`config.mk`:
```
export PLATFORM = sky130hd
export DESIGN_NAME = u_type_encoder
export DESIGN_NICKNAME = d
export VERILOG_FILES = /design/src/rtl/u_type_encoder_pkg.sv /design/src/rtl/u_type_li_split.sv /design/src/rtl/u_type_encoder.sv
export SDC_FILE = /design/constraint.sdc
export NUM_CORES = 1
export LEC_CHECK = 0
export ABC_AREA = 1
export BUFFER_PORTS_ARGS = -buffer_cell sky130_fd_sc_hd__buf_4
export CORE_MARGIN = 1.5
export CORE_UTILIZATION = 58
export DETAILED_ROUTE_END_ITERATION = 16
export PLACE_DENSITY = 0.95
export SLEW_MARGIN = 20
export SYNTH_ARGS = -nofsm -noshare
export SYNTH_HDL_FRONTEND = slang
export SYNTH_SLANG_ARGS = --single-unit
```
`constraint.sdc`:
```
create_clock -name clk -period 5.3 [get_ports clk]
set_clock_uncertainty 0.1 [all_clocks]
set_input_delay 0.53 -clock clk [delete_from_list [all_inputs] [get_ports clk]]
set_output_delay 0.53 -clock clk [all_outputs]
set_load 0.05 [all_outputs]
```
`src/rtl/u_type_encoder_pkg.sv`:
```
`default_nettype none
// ============================================================================
// Module   : u_type_encoder_pkg
// Purpose  : Shared constants for the U-type encoder and its matching
//            decoders: RV32I opcodes, request-op encodings, FSM state type,
//            control-bundle field positions, per-instruction bundle values
//            and instruction-word packing helpers.
// Revision : 1.0 - initial release
// ============================================================================
package u_type_encoder_pkg;

   // RV32I major opcodes
   localparam logic [6:0] OPC_LUI   = 7'b0110111;
   localparam logic [6:0] OPC_AUIPC = 7'b0010111;
   localparam logic [6:0] OPC_OPIMM = 7'b0010011;

   // Request-op encodings
   localparam logic [1:0] REQ_OP_LUI   = 2'b00;
   localparam logic [1:0] REQ_OP_AUIPC = 2'b01;
   localparam logic [1:0] REQ_OP_LI    = 2'b10;
   localparam logic [1:0] REQ_OP_ILL   = 2'b11;

   typedef enum logic [0:0] {
      ST_IDLE    = 1'b0,
      ST_EMIT_LO = 1'b1
   } enc_state_t;

   // Control-bundle layout, MSB first:
   // {we_reg, we_mem, npc_sel, immgen_op[2:0], alu_op[3:0], bralu_op[2:0],
   //  alu_asel[1:0], alu_bsel[1:0], wb_sel[1:0], memdata_width[2:0]}
   localparam int SIGN_W           = 22;
   localparam int SIGN_WE_REG      = 21;
   localparam int SIGN_WE_MEM      = 20;
   localparam int SIGN_NPC_SEL     = 19;
   localparam int SIGN_IMMGEN_LSB  = 16;
   localparam int SIGN_ALU_OP_LSB  = 12;
   localparam int SIGN_BRALU_LSB   = 9;
   localparam int SIGN_ASEL_LSB    = 7;
   localparam int SIGN_BSEL_LSB    = 5;
   localparam int SIGN_WB_SEL_LSB  = 3;
   localparam int SIGN_MEMW_LSB    = 0;

   localparam logic [SIGN_W-1:0] SIGN_LUI =
        (22'd1 << SIGN_WE_REG)
      | (22'd4 << SIGN_IMMGEN_LSB)
      | (22'd0 << SIGN_ASEL_LSB)
      | (22'd2 << SIGN_BSEL_LSB)
      | (22'd1 << SIGN_WB_SEL_LSB);

   localparam logic [SIGN_W-1:0] SIGN_AUIPC =
        (22'd1 << SIGN_WE_REG)
      | (22'd4 << SIGN_IMMGEN_LSB)
      | (22'd2 << SIGN_ASEL_LSB)
      | (22'd2 << SIGN_BSEL_LSB)
      | (22'd1 << SIGN_WB_SEL_LSB);

   localparam logic [SIGN_W-1:0] SIGN_ADDI =
        (22'd1 << SIGN_WE_REG)
      | (22'd1 << SIGN_IMMGEN_LSB)
      | (22'd1 << SIGN_ASEL_LSB)
      | (22'd2 << SIGN_BSEL_LSB)
      | (22'd1 << SIGN_WB_SEL_LSB);

   // {imm[31:12], rd, opcode}
   function automatic logic [31:0] enc_u_type(input logic [19:0] imm20,
                                              input logic [4:0]  rd,
                                              input logic [6:0]  opc);
      return {imm20, rd, opc};
   endfunction

   // ADDI rd, rs1, imm12
   function automatic logic [31:0] enc_addi(input logic [11:0] imm12,
                                            input logic [4:0]  rs1,
                                            input logic [4:0]  rd);
      return {imm12, rs1, 3'b000, rd, OPC_OPIMM};
   endfunction

endpackage : u_type_encoder_pkg

`default_nettype wire

```
`src/rtl/u_type_li_split.sv`:
```
`default_nettype none
// ============================================================================
// Module   : u_type_li_split
// Purpose  : Combinational split of a 32-bit LI immediate into the LUI upper
//            part and the ADDI lower part, plus single-word shortcuts.
// Ports    : imm         in  32  immediate to load
//            hi          out 20  LUI immediate, (imm + 0x800) >> 12, wrapping
//            lo          out 12  ADDI immediate, imm[11:0]
//            single_addi out 1   hi == 0, one ADDI rd,x0,lo suffices
//            single_lui  out 1   hi != 0 and lo == 0, one LUI suffices
// Revision : 1.0 - initial release
// ============================================================================
module u_type_li_split (
   input  logic [31:0] imm,
   output logic [19:0] hi,
   output logic [11:0] lo,
   output logic        single_addi,
   output logic        single_lui
);

   // Adding 0x800 before the shift only carries into bit 12 when imm[11]
   // is set, so the upper part is imm[31:12] plus that bit, wrapping at
   // 20 bits exactly like the 32-bit modular add would.
   assign hi          = imm[31:12] + {19'd0, imm[11]};
   assign lo          = imm[11:0];
   assign single_addi = (hi == 20'd0);
   assign single_lui  = (hi != 20'd0) && (lo == 12'd0);

endmodule : u_type_li_split

`default_nettype wire

```
`src/rtl/u_type_encoder.sv`:
```
`default_nettype none
// ============================================================================
// Module   : u_type_encoder
// Purpose  : Encodes LUI / AUIPC / LI requests into RV32I instruction words
//            with valid/ready on both sides and a one-entry output register.
//            LI expands to ADDI, LUI, or LUI followed by ADDI.
// Ports    : clk, rstn (async, active-low)
//            req_valid/req_ready, req_op[1:0], req_rd[RD_W-1:0], req_imm[31:0]
//            out_valid/out_ready, out_inst[31:0], out_last
//            out_sign[21:0]  decoder control bundle (U_TYPE_ENC_SIGN_EN only)
//            err             one-cycle pulse after an illegal op is accepted
// Config   : define U_TYPE_ENC_SIGN_EN to add the out_sign port.
// Revision : 1.0 - initial release
// ============================================================================
module u_type_encoder
   import u_type_encoder_pkg::*;
#(
   parameter int RD_W = 5,
   parameter int XLEN = 32      // only 32 is supported
) (
   input  logic            clk,
   input  logic            rstn,
   input  logic            req_valid,
   output logic            req_ready,
   input  logic [1:0]      req_op,
   input  logic [RD_W-1:0] req_rd,
   input  logic [XLEN-1:0] req_imm,
   output logic            out_valid,
   input  logic            out_ready,
   output logic [XLEN-1:0] out_inst,
   output logic            out_last,
`ifdef U_TYPE_ENC_SIGN_EN
   output logic [21:0]     out_sign,
`endif
   output logic            err
);

   enc_state_t      r_state;
   logic            r_out_valid;
   logic [XLEN-1:0] r_out_inst;
   logic            r_out_last;
   logic            r_err;
   logic [XLEN-1:0] r_lo_inst;     // ADDI word waiting behind a LUI
`ifdef U_TYPE_ENC_SIGN_EN
   logic [21:0]     r_out_sign;
`endif

   logic            w_accept;
   logic            w_drain;
   logic [19:0]     w_hi;
   logic [11:0]     w_lo;
   logic            w_single_addi;
   logic            w_single_lui;
   logic [31:0]     w_u_word;
   logic [31:0]     w_li_lui;
   logic [31:0]     w_li_addi_x0;
   logic [31:0]     w_li_addi_rd;

   u_type_li_split u_split (
      .imm         (req_imm),
      .hi          (w_hi),
      .lo          (w_lo),
      .single_addi (w_single_addi),
      .single_lui  (w_single_lui)
   );

   // No new request while a LUI of a two-word LI is still queued or the
   // output register is full and not draining this edge.
   assign req_ready = rstn && (r_state == ST_IDLE) && (!r_out_valid || out_ready);
   assign w_accept  = req_valid && req_ready;
   assign w_drain   = r_out_valid && out_ready;

   assign w_u_word     = enc_u_type(req_imm[31:12], req_rd,
                                    (req_op == REQ_OP_AUIPC) ? OPC_AUIPC : OPC_LUI);
   assign w_li_lui     = enc_u_type(w_hi, req_rd, OPC_LUI);
   assign w_li_addi_x0 = enc_addi(w_lo, 5'd0, req_rd);
   assign w_li_addi_rd = enc_addi(w_lo, req_rd, req_rd);

   always_ff @(posedge clk or negedge rstn) begin
      if (!rstn) begin
         r_state     <= ST_IDLE;
         r_out_valid <= 1'b0;
         r_out_inst  <= '0;
         r_out_last  <= 1'b0;
         r_err       <= 1'b0;
         r_lo_inst   <= '0;
`ifdef U_TYPE_ENC_SIGN_EN
         r_out_sign  <= '0;
`endif
      end else begin
         r_err <= w_accept && (req_op == REQ_OP_ILL);
         case (r_state)
            ST_IDLE: begin
               if (w_accept) begin
                  case (req_op)
                     REQ_OP_LUI, REQ_OP_AUIPC: begin
                        r_out_valid <= 1'b1;
                        r_out_inst  <= w_u_word;
                        r_out_last  <= 1'b1;
`ifdef U_TYPE_ENC_SIGN_EN
                        r_out_sign  <= (req_op == REQ_OP_AUIPC) ? SIGN_AUIPC : SIGN_LUI;
`endif
                     end
                     REQ_OP_LI: begin
                        r_out_valid <= 1'b1;
                        if (w_single_addi) begin
                           r_out_inst <= w_li_addi_x0;
                           r_out_last <= 1'b1;
`ifdef U_TYPE_ENC_SIGN_EN
                           r_out_sign <= SIGN_ADDI;
`endif
                        end else begin
                           r_out_inst <= w_li_lui;
                           r_out_last <= w_single_lui;
`ifdef U_TYPE_ENC_SIGN_EN
                           r_out_sign <= SIGN_LUI;
`endif
                           if (!w_single_lui) begin
                              r_lo_inst <= w_li_addi_rd;
                              r_state   <= ST_EMIT_LO;
                           end
                        end
                     end
                     default: begin
                        // Illegal op: consumed without producing a word.
                        r_out_valid <= 1'b0;
                     end
                  endcase
               end else if (w_drain) begin
                  r_out_valid <= 1'b0;
               end
            end
            ST_EMIT_LO: begin
               // LUI handshakes: swap in the ADDI word on the same edge.
               if (w_drain) begin
                  r_out_inst <= r_lo_inst;
                  r_out_last <= 1'b1;
`ifdef U_TYPE_ENC_SIGN_EN
                  r_out_sign <= SIGN_ADDI;
`endif
                  r_state    <= ST_IDLE;
               end
            end
            default: r_state <= ST_IDLE;
         endcase
      end
   end

   assign out_valid = r_out_valid;
   assign out_inst  = r_out_inst;
   assign out_last  = r_out_last;
   assign err       = r_err;
`ifdef U_TYPE_ENC_SIGN_EN
   assign out_sign  = r_out_sign;
`endif

endmodule : u_type_encoder

`default_nettype wire

```
-- Word-level counts from Yosys, hierarchy flattened
Cells that the tools add are included.
- add/subtract/negate cells: 1
- equality and inequality tests: 6
- muxes and demuxes: 20
- bitwise gates (word level): 3
- reductions and logical operators: 18
- operators by type and width (cell ; count):
    $pmux W32 S2 ; 2
    $mux W32 ; 3
    $add A20 B1 Y20 ; 1
    $logic_not A20 Y1 ; 1
    $reduce_bool A20 Y1 ; 1
    $logic_not A12 Y1 ; 1
    $mux W1 ; 11
    $logic_and A1 B1 Y1 ; 6
    $mux W6 ; 1
    $pmux W1 S2 ; 3
    $reduce_and A5 Y1 ; 1
    $eq A2 B2 Y1 const B ; 2
    $ne A3 B1 Y1 const B ; 1
    $not A1 Y1 ; 3
    $reduce_and A3 Y1 ; 1
    $reduce_or A3 Y1 ; 1
    $eq A2 B1 Y1 const B ; 1
    $logic_not A2 Y1 ; 1
    $ne A2 B1 Y1 const B ; 1
    $ne A2 B2 Y1 const B ; 1
    $reduce_and A2 Y1 ; 1
    $reduce_bool A2 Y1 ; 1
    $reduce_or A2 Y1 ; 1
    $logic_not A1 Y1 ; 1
    $logic_or A1 B1 Y1 ; 1
- register bits after elaboration: 61
- output and inout port bits: 36

-- Longest topological paths before layout
Gate-level depths: netlist of the first run.
- depth in word-level cells: 8
- gate-level depth with buffers: 17
- gate-level depth less buffers: 17

-- Hierarchy
Synthesis of the first run repeated with hierarchy kept, for this count alone.
- cells, all modules: 560
- area, all modules: 3563.4 sq um
- by module, submodules not included (module ; instances ; cells each ; area each (sq um)):
    u_type_encoder ; 1 ; 396 ; 2750.1
    u_type_li_split ; 1 ; 164 ; 813.3

-- Least setup slack after synthesis of the first run
Ideal clock, no wire load.
- kind: register to register
- start: register r_out_valid, in the netlist out_valid
- end: register r_out_inst[13], in the netlist out_inst[13]
- setup time: 0.110 ns
- arrival: 2.568 ns
- data required time: 5.090 ns
- slack: 2.522 ns
- cell stages (with the launch flop): 7
- buffers on the path: 1
- cell sequence: dfrtp_1 > a21oi_1 > nand2_1 > a21oi_2 > nor2_1 > clkbuf_1 > o41ai_1
- longest elaborated chain between the ends: 6
- elaborated cells between the ends (all ways): 8
- those cells by class: eq/ne (2); reduce/logical (6)
- ends and longest elaborated chain (what ; RTL line ; RTL):
    start, declared ; u_type_encoder.sv:39 ; logic r_out_valid;
    start signal, assigned ; u_type_encoder.sv:82 ; r_out_valid <= 1'b0;
    start signal, assigned ; u_type_encoder.sv:97 ; r_out_valid <= 1'b1;
    start signal, assigned ; u_type_encoder.sv:105 ; r_out_valid <= 1'b1;
    $logic_not A1 Y1 ; u_type_encoder.sv:69 ; assign req_ready = rstn && (r_state == ST_IDLE) && (!r_out_valid || out_ready);
    $logic_or A1 B1 Y1 ; u_type_encoder.sv:69 ;
    $logic_and A1 B1 Y1 ; u_type_encoder.sv:69 ;
    named net req_ready ; u_type_encoder.sv:24 ; output logic req_ready,
    $logic_and A1 B1 Y1 ; u_type_encoder.sv:70 ; assign w_accept = req_valid && req_ready;
    $ne A2 B2 Y1 (no line) ; n/a ;
    $reduce_and A3 Y1 (no line) ; n/a ;
    end signal, assigned ; u_type_encoder.sv:98 ; r_out_inst <= w_u_word;
    end signal, assigned ; u_type_encoder.sv:107 ; r_out_inst <= w_li_addi_x0;
    end signal, assigned ; u_type_encoder.sv:113 ; r_out_inst <= w_li_lui;
    end, declared ; u_type_encoder.sv:40 ; logic [XLEN-1:0] r_out_inst;
The timed path passes the listed nets, and every way through them passes these cells.
A chain may end at the register's enable or synchronous reset.

-- Worst setup path in the final report of the first run
- start: register r_state
- end: register r_lo_inst[18]
- longest elaborated chain between the ends: 5
- ends and longest elaborated chain (what ; RTL line ; RTL):
    start, declared ; u_type_encoder.sv:38 ; enc_state_t r_state;
    start signal, assigned ; u_type_encoder.sv:81 ; r_state <= ST_IDLE;
    start signal, assigned ; u_type_encoder.sv:120 ; r_state <= ST_EMIT_LO;
    start signal, assigned ; u_type_encoder.sv:141 ; r_state <= ST_IDLE;
    $not A1 Y1 (no line) * ; n/a ;
    $logic_and A1 B1 Y1 (2 in series) ; u_type_encoder.sv:69 ;
    $logic_and A1 B1 Y1 ; u_type_encoder.sv:70 ;
    $reduce_and A5 Y1 (no line) * ; n/a ;
    end signal, assigned ; u_type_encoder.sv:119 ; r_lo_inst <= w_li_addi_rd;
    end, declared ; u_type_encoder.sv:43 ; logic [XLEN-1:0] r_lo_inst;
Every way passes the cells marked *; elsewhere a longest branch is shown, timed or not.

==> results of run 1 <==
==> routing by layer <==
layer,share of wire,vias up,GRT usage
li1,-,1575,-
met1,0.42,1482,0.3814
met2,0.49,156,0.4913
met3,0.066,20,0.04353
met4,0.027,0,0.1125
met5,0,-,0
==> area by class of cell <==
type	instances	area (µm²)	area share
clock buffers	5	68.82	0.01758
well taps	72	90.09	0.02301
multi-input cells	334	1713	0.4375
inverters	51	191.4	0.04890
flip-flops and latches	50	1251	0.3196
clock inverters	2	15.01	0.003835
repair buffers	78	585.6	0.1496
==> flip-flops by register name (all words and copies together), names as in the netlist <==
register / cells
r_lo_inst: 18
out_last: 1
err: 1
r_state: 1
out_valid: 1
out_inst: 28
==> through the flow <==
step / setup slack, ns / hold slack, ns / total power [mW] / area, µm²
floorplan: 2.522 / 0.1344 / 1.288 / 3259
global placement: 2.204 / 0.3339 / 1.557 / 3831
detailed placement: 2.156 / 0.3485 / 1.592 / 3831
CTS: 2.391 / 0.1598 / 1.810 / 3915
global route: 2.134 / 0.1752 / 1.905 / 3915
finish: 2.322 / 0.1341 / 1.811 / 3915
==> placed cells by master, fill, tap and decap left out, types with 9 or more instances in the layout <==
cell type / netlist / layout
a21oi_1: 9 / 9
nand4_1: 13 / 13
o21ai_0: 11 / 11
inv_1: 47 / 47
o21ai_1: 9 / 9
dfrtp_1: 50 / 50
nor2_1: 51 / 50
buf_4: 4 / 78
nand2_1: 130 / 130
nand2_2: 15 / 15
nand3_1: 34 / 34
o21ai_2: 11 / 11
==> where the power goes <==
group,switching (mW),leakage [nW],total [mW],internal (mW)
clock,0.125,0.0362,0.215,0.0903
combinational,0.652,1.41,0.939,0.288
sequential,0.117,0.619,0.656,0.539
==> kinds of logic (layout without fill, tap and decap cells) <==
logic type	Yosys count	after routing	synth area share
AO/OA/AOI/OAI	55	55	0.1091
XOR/XNOR	5	5	0.01576
adder cells (fa/ha/maj)	2	2	0.007685
buffers and inverters	69	136	0.09147
flip-flops	50	50	0.3843
multiplexers	1	1	0.003075
other	1	2	0.001152
AND/OR/NAND/NOR	269	269	0.3874
==> worst register-to-register path, stage by stage (launching register included) <==
cell and delay, ns:
dfrtp_1 0.61, inv_2 0.34, nand2_1 0.08, a21oi_1 0.25, nand2_1 0.13, a21oi_2 0.40, nand4_4 0.60, nand2_1 0.24
o21ai_1 0.09
==> how the worst max path moves through the flow <==
| stage | startpoint | to | slack (ns) | cells past startpoint |
|---|---|---|---|---|
| after global routing | r_state | r_lo_inst[23] | 2.13 | 8 |
| after CTS | r_state | r_lo_inst[16] | 2.39 | 7 |
| after floorplan | out_valid | out_inst[13] | 2.52 | 6 |
| final | r_state | r_lo_inst[18] | 2.32 | 8 |
| after global placement | req_imm[11] | r_lo_inst[18] | 2.20 | 14 |
| after detailed placement | req_imm[11] | r_lo_inst[24] | 2.16 | 13 |
==> results.py, run 1 <==
metrics = {
    "run": {
        "maxCapViolCount": 0,
    },
    "placed_design": {
        "place_inst": 585,
        "dpl.hpwl_um": 6402,
        "gp_congestion": 0.9347,
        "port_buffers": 76,
    },
    "critical_path": {
        "crit_chain": "inv_2, nand2_1, a21oi_1, nand2_1, a21oi_2, nand4_4, nand2_1, o21ai_1",
        "timing.rr.start": "r_state",
        "r2r_setup_slack_ns": 2.32,
        "endpoint_kind": "flop",
        "path_buf_inv": 1,
        "reg2reg_depth": 8,
        "arrival_ns": 3.04,
        "path_max_fanout": 37,
        "cpMostUsedCell": "nand2_1",
        "reg2reg_to": "r_lo_inst[18]",
        "slowest_delay_ns": 0.61,
        "crit_slowest_cell": "dfrtp_1",
        "required_ns": 5.36,
        "start_kind": "flop",
        "setup.worst_path.class": "flop to flop",
        "cpLargestDelayFamily": "simple AND/OR/NAND/NOR gates",
    },
    "sta": {
        "slew_headroom": 0.5131,
        "setup_tns_ns": 0,
        "slew_violations": 0,
        "timing.final.crit_period_ns": 2.978,
        "rsz0062_at_grt": "false",
        "fmax_mhz": 335.8,
        "hold_violations": 0,
        "min_period_over_period": 0.5618,
        "final-setup-viol-count": 0,
        "worstMarginPinSlew_ns": 0.7248,
    },
    "logic_synthesis": {
        "synth_enable_flop_cells": 0,
        "yosys-top-cells-area": "dfrtp_1, nand2_1, nor2_1",
        "synthArstFlopShare": 1.000,
        "ys_seq_area_frac": 0.3843,
        "synth_common_cells": "nand2_1, nor2_1, dfrtp_1",
        "synth.largest_area_cell": "dfrtp_1",
        "synth_top_area_frac": 0.3843,
        "synthCells": 452,
        "ys_types": 38,
        "netlist_area_um2": 3256,
        "ys_ff_latch": 50,
        "yosysWarnings": 0,
        "synth_most_common_cell": "nand2_1",
        "synth_ff_type": "dfrtp_1",
        "syn_avg_cell_area_um2": 7.203,
    },
    "layout": {
        "stdcell_count": 592,
        "area_growth_pct": 20.25,
        "num_antenna_cells": 0,
        "layout.core_utilization": 0.7154,
        "drive_above_1_share": 0.2615,
        "fill_cells": 425,
        "nNetsFinal": 565,
    },
    "global_routing": {
        "grt_pass1_vias": 3051,
        "grt.total_usage": 0.2929,
        "grt_pass1_wl_um": 14150,
        "grt_max_degree": 52,
        "grt_overflow_total": 0,
        "antenna_found_initial": 0,
    },
    "floorplan": {
        "start_util": 0.5949,
        "num_rows": 27,
        "coreArea_um2": 5473,
        "die_h_um": 77.92,
        "die_area_um2": 6072,
        "io_pins": 79,
        "die-width_um": 77.92,
    },
    "clock_tree": {
        "cts_buffers": 5,
        "path_clk_slew_ns": 0.09,
        "cts_buffer_depth": 2,
        "htree_levels": 2,
        "cts-root-buf": "clkbuf_8",
        "cts.sinks": 50,
        "cts_hold_buf": 0,
        "cts_tree": "built",
        "cts_setup_buffers": 0,
        "cts-resized-gates": 0,
        "clk_latency_ns": 0.30,
    },
    "pwr": {
        "power_density_nw_per_um2": 462.5,
        "ir_drop_mv": 0.3125,
        "p_leak_nw": 2.064,
    },
    "route": {
        "drtIter0Drc": 276,
        "dr.pass1.iters": 5,
        "vias_per_cell": 5.461,
        "ant_nets": 0,
        "wire_per_inst_um": 14.20,
        "num_vias": 3233,
        "drt_wl_total_um": 8409,
        "remaining_drc_errors": 0,
    },
    "run_status": {
        "status": "completed",
    },
    "hold_path": {
        "hp-class": "input pin to async pin",
    },
}
No activity file was read; power rests on OpenSTA's default activity.
==> inputs of run 2 (changes only) <==
- CORE_UTILIZATION: 58 -> 54
- PLACE_DENSITY: 0.95 -> 0.91
- clock period: 5.3 -> 3.05 ns (I/O delays scaled with it)
==> run 2 against run 1 <==
Via count is 2.9% higher. Cell area is 2.0% higher. Sequential cell count stayed put. Worst setup slack worse by 1.9 ns. Critical path depth is 5 higher. Sequential share of layout area is 0.62 points lower. Sequential power is 69% higher. Total power is 80% higher. Clock-buffer cell count stayed put. Highest routed layer unchanged. Clock power is 120% higher. Register-to-register slack worse by 1.7 ns. Critical path type is now input pin to flop.
==> results.py, run 2 (same netlist as run 1, synthesis figures left out) <==
metrics = {
    "layout": {
        "fill_cells": 489,
        "num_antenna_cells": 0,
        "nNetsFinal": 571,
        "seqCellArea_um2": 1251,
        "layout_common_cells": "nand2_1, buf_4, nor2_1, dfrtp_1, inv_1",
        "area_growth_pct": 22.64,
        "largest_register_ffs": 28,
        "drive_above_1_share": 0.2713,
        "multiInputGateArea_um2": 1713,
        "final_common_cell": "nand2_1",
        "final_cell_area_um2": 3993,
    },
    "global_routing": {
        "grt.total_usage": 0.2831,
        "grt_max_degree": 51,
        "grt_overflow_total": 0,
        "grt_pass1_vias": 3143,
        "antenna_found_initial": 0,
        "grt_pass1_wl_um": 14080,
    },
    "clock_tree": {
        "path_clk_slew_ns": 0.10,
        "cts_buffers": 5,
        "cts_buffer_depth": 2,
        "cts.sinks": 50,
        "cts-root-buf": "clkbuf_8",
        "cts_setup_buffers": 0,
        "clk_latency_ns": 0.31,
        "cts-resized-gates": 0,
        "htree_levels": 2,
        "cts_tree": "built",
        "cts_hold_buf": 0,
    },
    "sta": {
        "min_period_over_period": 0.8730,
        "hold_violations": 0,
        "final-setup-viol-count": 0,
        "slew_headroom": 0.5217,
        "rsz0062_at_grt": "false",
        "fmax_mhz": 375.6,
        "slew_violations": 0,
        "setup_tns_ns": 0,
        "timing.final.crit_period_ns": 2.663,
        "worstMarginPinSlew_ns": 0.7167,
    },
    "route": {
        "dr.pass1.iters": 7,
        "drt_wl_total_um": 8688,
        "drtIter0Drc": 250,
        "num_vias": 3326,
        "vias_per_cell": 5.525,
        "wire_per_inst_um": 14.43,
        "remaining_drc_errors": 0,
        "ant_nets": 0,
    },
    "critical_path": {
        "setup.worst_path.class": "input pin to flop",
        "reg2reg_to": "r_lo_inst[21]",
        "arrival_ns": 2.78,
        "reg2reg_depth": 8,
        "slowest_delay_ns": 0.54,
        "endpoint_kind": "flop",
        "crit_slowest_cell": "nand4_4",
        "crit_chain": "buf_4, ha_1, ha_1, nand3_1, nor2_2, nand4_1, nand2_1, nor2_2, nand3_2, nor2_8, nand2_4, nand4_4, o21ai_1",
        "timing.rr.start": "r_state",
        "path_max_fanout": 37,
        "required_ns": 3.16,
        "r2r_setup_slack_ns": 0.58,
        "start_kind": "input pin",
    },
    "floorplan": {
        "die_area_um2": 6504,
        "io_pins": 79,
        "coreArea_um2": 5886,
        "num_rows": 28,
        "die_h_um": 80.65,
        "die-width_um": 80.65,
        "start_util": 0.5531,
    },
    "pwr": {
        "power_density_nw_per_um2": 817.7,
        "ir_drop_mv": 0.5437,
        "p_leak_nw": 2.116,
    },
    "placed_design": {
        "dpl.hpwl_um": 6575,
        "gp_congestion": 0.9172,
        "port_buffers": 76,
        "post_dp_cell_area_um2": 3880,
    },
    "run_status": {
        "status": "completed",
    },
    "run": {
        "maxCapViolCount": 0,
    },
    "hold_path": {
        "hp-class": "input pin to async pin",
    },
}
==> run 2: how the worst max path moves through the flow <==
stage,startpoint,end,slack (ns),cells past startpoint
after global placement,req_imm[11],r_lo_inst[18],0.27,13
after detailed placement,req_imm[11],r_lo_inst[24],0.13,13
after global routing,req_imm[11],r_lo_inst[21],0.13,13
final,req_imm[11],r_lo_inst[21],0.39,13
after floorplan,out_valid,out_inst[13],0.27,6
after CTS,req_imm[11],r_lo_inst[21],0.41,13
==> run 2: final cells by class <==
| cell class | instances | area share |
|---|---|---|
| Multi-Input combinational cell | 334 | 0.4290 |
| Clock buffer | 5 | 0.01724 |
| Tap cell | 75 | 0.02350 |
| Clock inverter | 3 | 0.01097 |
| Timing Repair Buffer | 84 | 0.1579 |
| Inverter | 51 | 0.04795 |
| Sequential cell | 50 | 0.3134 |
==> run 2: metrics by stage <==
stage	total power [mW]	instances	hold WS (ns)	util	setup slack, ns
final	3.265	602	0.009798	0.6784	0.3874
after global routing	3.427	602	0.06170	0.6784	0.1272
after CTS	3.259	602	0.02676	0.6784	0.4139
after detailed placement	2.780	594	0.3429	0.6592	0.1342
after global placement	2.729	594	0.3345	0.6592	0.2651
after floorplan	2.237	453	-0.09059	-	0.2718
==> run 2: report_power, final <==
group,internal (mW),switching [mW],leakage (nW)
logic,0.519,1.16,1.44
clock network,0.246,0.233,0.0585
registers,0.937,0.173,0.619
==> run 2: routing by layer <==
| layer | vias to the layer above | track usage | wire length (µm) |
|---|---|---|---|
| met4 | 0 | 0.1241 | 300 |
| li1 | 1587 | - | - |
| met5 | - | 0 | 0 |
| met1 | 1546 | 0.3472 | 3554 |
| met2 | 164 | 0.4941 | 4285 |
| met3 | 29 | 0.03636 | 547 |
==> run 2: worst max-delay path, delay by kind of cell <==
family | cells | cell delay, ns
and+or+nand+nor | 9 | 1.49
adders and majority gates | 2 | 0.47
AOI/OAI and AO/OA | 1 | 0.39
buffers and inverters | 1 | 0.11
